==> config.mk <==
export PLATFORM = sky130hd
export DESIGN_NAME = muldiv_unit
export DESIGN_NICKNAME = d
export VERILOG_FILES = /design/src/rtl/muldiv_unit.sv
export SDC_FILE = /design/constraint.sdc
export NUM_CORES = 1
export LEC_CHECK = 0
export CORE_MARGIN = 2
export CORE_UTILIZATION = 55
export DETAILED_ROUTE_END_ITERATION = 7
export MAX_ROUTING_LAYER = met4
export PLACE_DENSITY_LB_ADDON = 0.08
export REMOVE_ABC_BUFFERS = 1
export SYNTH_ARGS = -nofsm -noshare
export SYNTH_HDL_FRONTEND = slang
export SYNTH_SLANG_ARGS = --single-unit
==> constraint.sdc <==
create_clock -name Clk -period 3.57 [get_ports Clk]
set_input_delay 0.714 -clock Clk [delete_from_list [all_inputs] [get_ports Clk]]
set_output_delay 0.714 -clock Clk [all_outputs]
set_load 0.01 [all_outputs]
==> src/rtl/muldiv_unit.sv <==
// Iterative multiply/divide unit with HI/LO registers and a Busy/Done handshake.
// Optional MADD/MSUB accumulate ops are enabled by defining MULDIV_MADD_EN.
module muldiv_unit #(
  parameter int WIDTH = 32
) (
  input  logic             Clk,
  input  logic             Reset,
  input  logic             Start,
  input  logic [2:0]       Op,
  input  logic [WIDTH-1:0] OperandA,
  input  logic [WIDTH-1:0] OperandB,
  input  logic             Flush,
  output logic             Busy,
  output logic             Done,
  output logic             DivByZero,
  output logic [WIDTH-1:0] HI,
  output logic [WIDTH-1:0] LO
);

  localparam int CW = $clog2(WIDTH);

  typedef enum logic [1:0] {
    IDLE = 2'd0,
    ITER = 2'd1,
    FIX  = 2'd2
  } state_t;

  state_t state, stateNext;

  logic [2*WIDTH-1:0] acc;
  logic [2*WIDTH-1:0] accStep;
  logic [WIDTH-1:0]   opnd;
  logic [WIDTH-1:0]   aOrig;
  logic [CW-1:0]      cnt;
  logic               divR;
  logic               macR;
  logic               subR;
  logic               negQ;
  logic               negR;
  logic               dz;

  logic             isMac;
  logic             isMul;
  logic             isDiv;
  logic             isMt;
  logic             opSigned;
  logic             aNeg;
  logic             bNeg;
  logic             issue;
  logic [WIDTH-1:0] aAbs;
  logic [WIDTH-1:0] bAbs;

`ifdef MULDIV_MADD_EN
  assign isMac = Op[2] & Op[1];
`else
  assign isMac = 1'b0;
`endif

  assign isMul    = (Op[2:1] == 2'b00) | isMac;
  assign isDiv    = (Op[2:1] == 2'b01);
  assign isMt     = (Op[2:1] == 2'b10);
  assign opSigned = isMac | ~Op[0];
  assign aNeg     = opSigned & OperandA[WIDTH-1];
  assign bNeg     = opSigned & OperandB[WIDTH-1];
  assign aAbs     = aNeg ? -OperandA : OperandA;
  assign bAbs     = bNeg ? -OperandB : OperandB;
  assign issue    = Start & ~Flush;

  // Multiply: low half holds the multiplier, shifted out LSB first.
  // Divide: high half is the partial remainder, low half dividend/quotient.
  logic [WIDTH:0] mulSum;
  logic [WIDTH:0] divTrial;
  logic [WIDTH:0] divDiff;
  logic           divGe;

  always_comb begin
    mulSum   = {1'b0, acc[2*WIDTH-1:WIDTH]}
             + (acc[0] ? {1'b0, opnd} : '0);
    divTrial = {acc[2*WIDTH-1:WIDTH], acc[WIDTH-1]};
    divDiff  = divTrial - {1'b0, opnd};
    divGe    = ~divDiff[WIDTH];
    if (divR) begin
      accStep = {divGe ? divDiff[WIDTH-1:0] : divTrial[WIDTH-1:0],
                 acc[WIDTH-2:0], divGe};
    end else begin
      accStep = {mulSum, acc[WIDTH-1:1]};
    end
  end

  logic [2*WIDTH-1:0] prod;
  logic [WIDTH-1:0]   quo;
  logic [WIDTH-1:0]   rem;
  logic [WIDTH-1:0]   hiRes;
  logic [WIDTH-1:0]   loRes;

  always_comb begin
    prod  = negQ ? -acc : acc;
    quo   = acc[WIDTH-1:0];
    rem   = acc[2*WIDTH-1:WIDTH];
    hiRes = HI;
    loRes = LO;
    if (divR) begin
      if (dz) begin
        hiRes = aOrig;
        loRes = '1;
      end else begin
        loRes = negQ ? -quo : quo;
        hiRes = negR ? -rem : rem;
      end
    end else if (macR) begin
      {hiRes, loRes} = subR ? ({HI, LO} - prod) : ({HI, LO} + prod);
    end else begin
      {hiRes, loRes} = prod;
    end
  end

  always_ff @(posedge Clk or negedge Reset) begin
    if (!Reset) begin
      state <= IDLE;
    end else begin
      state <= stateNext;
    end
  end

  always_comb begin
    stateNext = state;
    unique case (state)
      IDLE: begin
        if (issue && (isMul || isDiv)) begin
          stateNext = ITER;
        end
      end
      ITER: begin
        if (Flush) begin
          stateNext = IDLE;
        end else if (cnt == CW'(WIDTH - 1)) begin
          stateNext = FIX;
        end
      end
      FIX: stateNext = IDLE;
      default: stateNext = IDLE;
    endcase
  end

  always_comb begin
    Busy = (state != IDLE);
  end

  always_ff @(posedge Clk or negedge Reset) begin
    if (!Reset) begin
      acc       <= '0;
      opnd      <= '0;
      aOrig     <= '0;
      cnt       <= '0;
      divR      <= 1'b0;
      macR      <= 1'b0;
      subR      <= 1'b0;
      negQ      <= 1'b0;
      negR      <= 1'b0;
      dz        <= 1'b0;
      HI        <= '0;
      LO        <= '0;
      Done      <= 1'b0;
      DivByZero <= 1'b0;
    end else begin
      Done      <= 1'b0;
      DivByZero <= 1'b0;
      unique case (state)
        IDLE: begin
          if (issue && isMt) begin
            if (Op[0]) begin
              LO <= OperandA;
            end else begin
              HI <= OperandA;
            end
            Done <= 1'b1;
          end else if (issue && (isMul || isDiv)) begin
            acc   <= {{WIDTH{1'b0}}, isDiv ? aAbs : bAbs};
            opnd  <= isDiv ? bAbs : aAbs;
            aOrig <= OperandA;
            cnt   <= '0;
            divR  <= isDiv;
            macR  <= isMac;
            subR  <= Op[0];
            negQ  <= aNeg ^ bNeg;
            negR  <= aNeg;
            dz    <= isDiv & (OperandB == '0);
          end
        end
        ITER: begin
          if (!Flush) begin
            acc <= accStep;
            cnt <= cnt + 1'b1;
          end
        end
        FIX: begin
          if (!Flush) begin
            HI        <= hiRes;
            LO        <= loRes;
            Done      <= 1'b1;
            DivByZero <= divR & dz;
          end
        end
        default: ;
      endcase
    end
  end

endmodule

**Word-level counts from Yosys, hierarchy flattened**

Index checks and enable logic that the tools add are counted.

- Input bits: 71
- Bits in registers: 205
- Logic and storage cells: 97
- Output and inout port bits: 67

- Bitwise logic cells: 10
- Equality and inequality tests: 13
- Multiplexer cells: 39
- $add $sub $neg: 8
- Reductions and logical operators: 14

Operators with widths:

| operator | count |
|---|---|
| two-way mux 32 bit | 18 |
| two-way mux 64 bit | 5 |
| negator 32 bit | 4 |
| one-hot mux 32 bit (2 select lines) | 2 |
| one-hot mux 64 bit (2 select lines) | 1 |
| negator 64 bit | 1 |
| adder 32 x 32 -> 33 bit | 1 |
| subtractor 33 x 32 -> 33 bit | 1 |
| logical NOT 32 bit | 1 |
| two-way mux 5 bit | 3 |
| inequality test 2 bit (second input constant) | 7 |
| AND reduction 4 bit | 3 |
| one-hot mux 5 bit (2 select lines) | 1 |
| two-way mux 2 bit | 3 |
| nonzero test 2 bit | 3 |
| adder 5 x 1 -> 5 bit (second input constant) | 1 |
| AND 1 bit | 5 |
| equality test 5 bit (second input constant) | 1 |
| equality test 2 x 1 -> 1 bit (second input constant) | 2 |
| equality test 2 bit (second input constant) | 2 |
| logical NOT 2 bit | 2 |
| two-way mux 1 bit | 4 |
| inverter 1 bit | 4 |
| one-hot mux 2 bit (2 select lines) | 1 |
| 7 further kinds | 8 |

**Depth between registers and ports, before layout**

- Depth in word-level cells: 7
- Depth in mapped cells: 14
- Gate-level depth less buffers: 13

**Least setup slack after synthesis**

OpenSTA, ideal clock, no wires.

- Path type: reg2reg
- Start point: register acc[31]
- End point: register acc[32]
- Arrival: 3.295 ns
- Setup time: 0.120 ns
- Path slack: 0.155 ns
- Buffers on the path: 1
- Clock period less this slack: 3.415 ns
- Cell stages (with the launch flop): 14
- Cells stage by stage: dfrtp_1 inv_1 ha_1 fa_1 nand2b_1 a211oi_1 o21ai_1 a31oi_1 o21ai_0 o21ai_1 xor2_1 buf_2 nand2_1 a31o_2

- Cells in the longest elaborated chain, start to end: 5

Ends and longest elaborated chain:

| item | line | RTL |
|---|---|---|
| start, declared | 30 | `logic [2*WIDTH-1:0] acc;` |
| start signal, assigned | 178 | `acc <= {{WIDTH{1'b0}}, isDiv ? aAbs : bAbs};` |
| start signal, assigned | 192 | `acc <= accStep;` |
| subtractor 33 x 32 -> 33 bit | 80 | `divDiff = divTrial - {1'b0, opnd};` |
| two-way mux 32 bit * | 83 | `accStep = {divGe ? divDiff[WIDTH-1:0] : divTrial[WIDTH-1:0],` |
| two-way mux 64 bit * | 82 | `if (divR) begin` |
| two-way mux 64 bit * | 191 | `if (!Flush) begin` |
| one-hot mux 64 bit (2 select lines) * | 168 | `unique case (state)` |

Every way passes the cells marked *; elsewhere a longest branch is shown, timed or not. The select of a mux whose other input is x is not followed.
A chain may end at the register's enable or synchronous reset.

**Final worst setup path**

- Start point: register opnd[0]
- End point: register acc[59]

- Cells in the longest elaborated chain, start to end: 5
- Elaborated cells between the ends (all ways): 7
- Those cells by class: add/sub: 2; mux: 5

Ends and longest elaborated chain:

| item | line | RTL |
|---|---|---|
| start, declared | 32 | `logic [WIDTH-1:0] opnd;` |
| start signal, assigned | 179 | `opnd <= isDiv ? bAbs : aAbs;` |
| subtractor 33 x 32 -> 33 bit / two-way mux 32 bit (equally long branches) | 80, 78 |  |
| two-way mux 32 bit / adder 32 x 32 -> 33 bit (equally long branches) | 83, 78 |  |
| two-way mux 64 bit * | 82 |  |
| two-way mux 64 bit * | 191 |  |
| one-hot mux 64 bit (2 select lines) * | 168 |  |

Marked as above.

==> results.toml <==
[yosys]
synth-seq-cells = 205
synth.distinct_cells = 76
netlist_instances = 2318
yosysSeqAreaShare_pct = 29.3
netlist_area_um2 = 17500
syn_avg_cell_area_um2 = 7.55
synth_edf_count = 0
yosysWarnings = 0
async_reset_ff_share_pct = 100
synth_flop_cell = "dfrtp_1"

[worst_setup_path]
end_kind = "flop"
rr_startpoint = "opnd[0]"
path_delay_family = "compound AO/OA/AOI/OAI gates"
ff2ff_setup_slack_ps = 160
slowest_stage = "fa_1"
worstRegToRegCells = 16
critical_path_class = "flop to flop"
reg2reg_to = "acc[59]"
start_kind = "flop"
critPathBufInv = 4
required_ps = 4020
arrival_ps = 3870
crit_chain = "buf_4, and2_1, ha_1, inv_1, fa_1, nor2b_1, o31a_1, a211oi_2, buf_4, nor3_2, o21ai_0, buf_4, a31oi_2, xor2_1, nor3_1, a211oi_1"
cpMostUsedCell = "buf_4"
cp_max_fo = 4
cp_slowest_stage_delay_ps = 390
startpoint = "opnd[0]"

[final_layout]
drive_gt1_share_pct = 11.1
area_growth_pct = 20.8
nets = 2638
antenna_cells = 0
n_fill_cell = 2743

[sta]
finalCriticalPeriod_ps = 3410
slew_headroom_pct = 33.5
skew_ps = 22.2
post-route-period-util_pct = 95.6
slew_violations = 0
worst_pin_slew_ps = 997
max_freq_mhz = 293
hold_viol_final = 0
holdWs_ps = 147
setup_viol = 0
fin_ws_ps = 156
grt_setup_unrepaired = "true"

[pwr]
pwr_density_cell_nw_per_um2 = 736
p_leak_nw = 9.17
power.total_mw = 15.6
vdd_drop_max_mv = 0.556

[clocking]
numCtsBuffers = 26
clock_latency_ps = 550
clk_pin_slew_ps = 60
cts_tree = "done"
cts_sinks = 205
cts_hold_buf = 0
htreeDepth = 1
clock_path_buffers = 3
cts_root_buf = "clkbuf_16"

[route]
num_vias = 18900
routedWlPerCell_um = 22.6
wl_met3_um = 5920
ant_nets = 0
drt_wl_total_um = 65800
m1WireLength_um = 27500
first_iter_violations = 2083
post_drt_via_cell_ratio = 6.48
firstDrtPassIters = 6
met2WireLength_um = 28900
topRoutingLayerUsed = "met4"
drcViolationCount = 0

[die]
die-area_um2 = 33200
design.core.area_um2 = 31500
die_h_um = 182
start_util_pct = 55.6
rows = 65
ios = 138
fp.dieW_um = 182

[placement]
place.gp.congestion = 1.05
portBuffers = 137
place_hpwl_um = 49300
dp_slack_ps = -383

[global_routing]
grt_pass1_wl_um = 101000
antenna_found_initial = 1
grt_usage_pct = 40.1
grt_pass1_vias = 17600
grt-ovfl-total = 0
grt_max_degree = 99

[status]
status = "complete, no violations"

[job]
cap_violations = 0

[hold_path]
min_path_type = "primary input to asynchronous set/reset pin"
-- worst max path at each step --
stage	end	slack [ps]	cells after the start
after global routing	acc[59]	-5	16
after CTS	acc[62]	30	13
final	acc[59]	160	16
after global placement	acc[31]	-330	10
after floorplan	acc[31]	-3200	5
after detailed placement	acc[31]	-380	10
-- synth_stat cells (all sizes together), types with 8 or more instances --
cell,instances,area (um2)
nand2,326,1220
or3,20,125
nand2b,27,169
o21a,8,60.1
nor3b,9,67.6
xor2,68,596
a221oi,11,96.3
a211oi,25,188
o21ai,231,1160
xnor2,109,955
clkbuf,144,542
o31ai,28,234
nor4,13,87.6
nor2b,17,106
nand3b,9,80.1
ha,70,876
and2,16,100
mux2,8,90.1
inv,67,251
o21bai,11,82.6
nand3,97,485
a21oi,180,901
o41ai,17,175
nor3,48,240
o311ai,10,87.6
and3,18,113
o211ai,34,255
mux2i,52,521
dfrtp,205,5130
a21o,30,225
a22oi,17,128
o22ai,40,250
or4,25,203
a31oi,25,156
nor2,198,743
or2,8,50.1
buf,28,131
nand4,11,68.8
-- layout by cell type, fill, tap and decap left out, types with 16 or more instances in the layout --
cell / instances
nand2_1: 326
o21ai_0: 216
dfrtp_1: 204
nor2_1: 196
a21oi_1: 179
buf_4: 177
clkdlybuf4s50_1: 135
xnor2_1: 108
nand3_1: 97
ha_1: 70
inv_1: 67
xor2_1: 67
mux2i_1: 52
nor3_1: 46
o22ai_1: 40
o211ai_1: 34
a21o_1: 29
nand2b_1: 27
clkbuf_16: 27
o31ai_1: 25
a31oi_1: 24
a211oi_1: 23
or4_1: 20
or3_1: 19
and3_1: 18
a22oi_1: 17
and2_1: 16
-- state kept, by name, summed over array words and instances (netlist names), 2 cells and up --
name	flops
acc	64
aOrig	32
HI	32
state	2
opnd	32
LO	32
cnt	5
-- repair_timing --
item | in CTS | in global routing
setup buffers | 0 | 0
endpoints found under the setup margin | 0 | 17
hold endpoints to repair | 0 | 0
resized for setup | 0 | 11
-- area by class of cell --
type | instances | area, um2 | share of cell area, %
clock inverter | 10 | 131 | 0.622
timing repair buffer | 321 | 2840 | 13.4
clock buffer | 35 | 736 | 3.48
multi-input combinational | 1873 | 11500 | 54.6
sequential | 205 | 5130 | 24.3
tap | 402 | 503 | 2.38
inverter | 68 | 255 | 1.21
-- through the flow --
step / util [%] / std cells / TNS [ps] / area (um2)
2_1_floorplan: - / 2146 / -158790 / 16800
3_3_place_gp: 64.2 / 2869 / -439 / 20200
3_5_place_dp: 64.2 / 2869 / -882 / 20200
4_1_cts: 67.0 / 2914 / 0 / 21100
5_1_grt: 67.1 / 2914 / -5.38 / 21100
6_report: 67.1 / 2914 / 0 / 21100
-- layer usage --
layer  up-vias  global-route usage (%)
met5         -                       -
met4         0                    17.7
met3       196                    5.11
met2      1023                    60.5
met1      9008                    54.1
li1       8654                       -
-- report_power, final --
group	switching [mW]	internal (mW)
combinational	5.49	3.83
clock	1.09	1.65
sequential	0.590	2.91
-- kinds of logic after synthesis --
group	synth area share, %
muxes	3.49
xor gates and xnor gates	8.86
and+or+nand+nor	22.7
AOI/OAI and AO/OA	25.1
DFF	29.3
adders and majority gates	5.24
buffers and inverters	5.31
No activity file was read; power rests on OpenSTA's default activity.
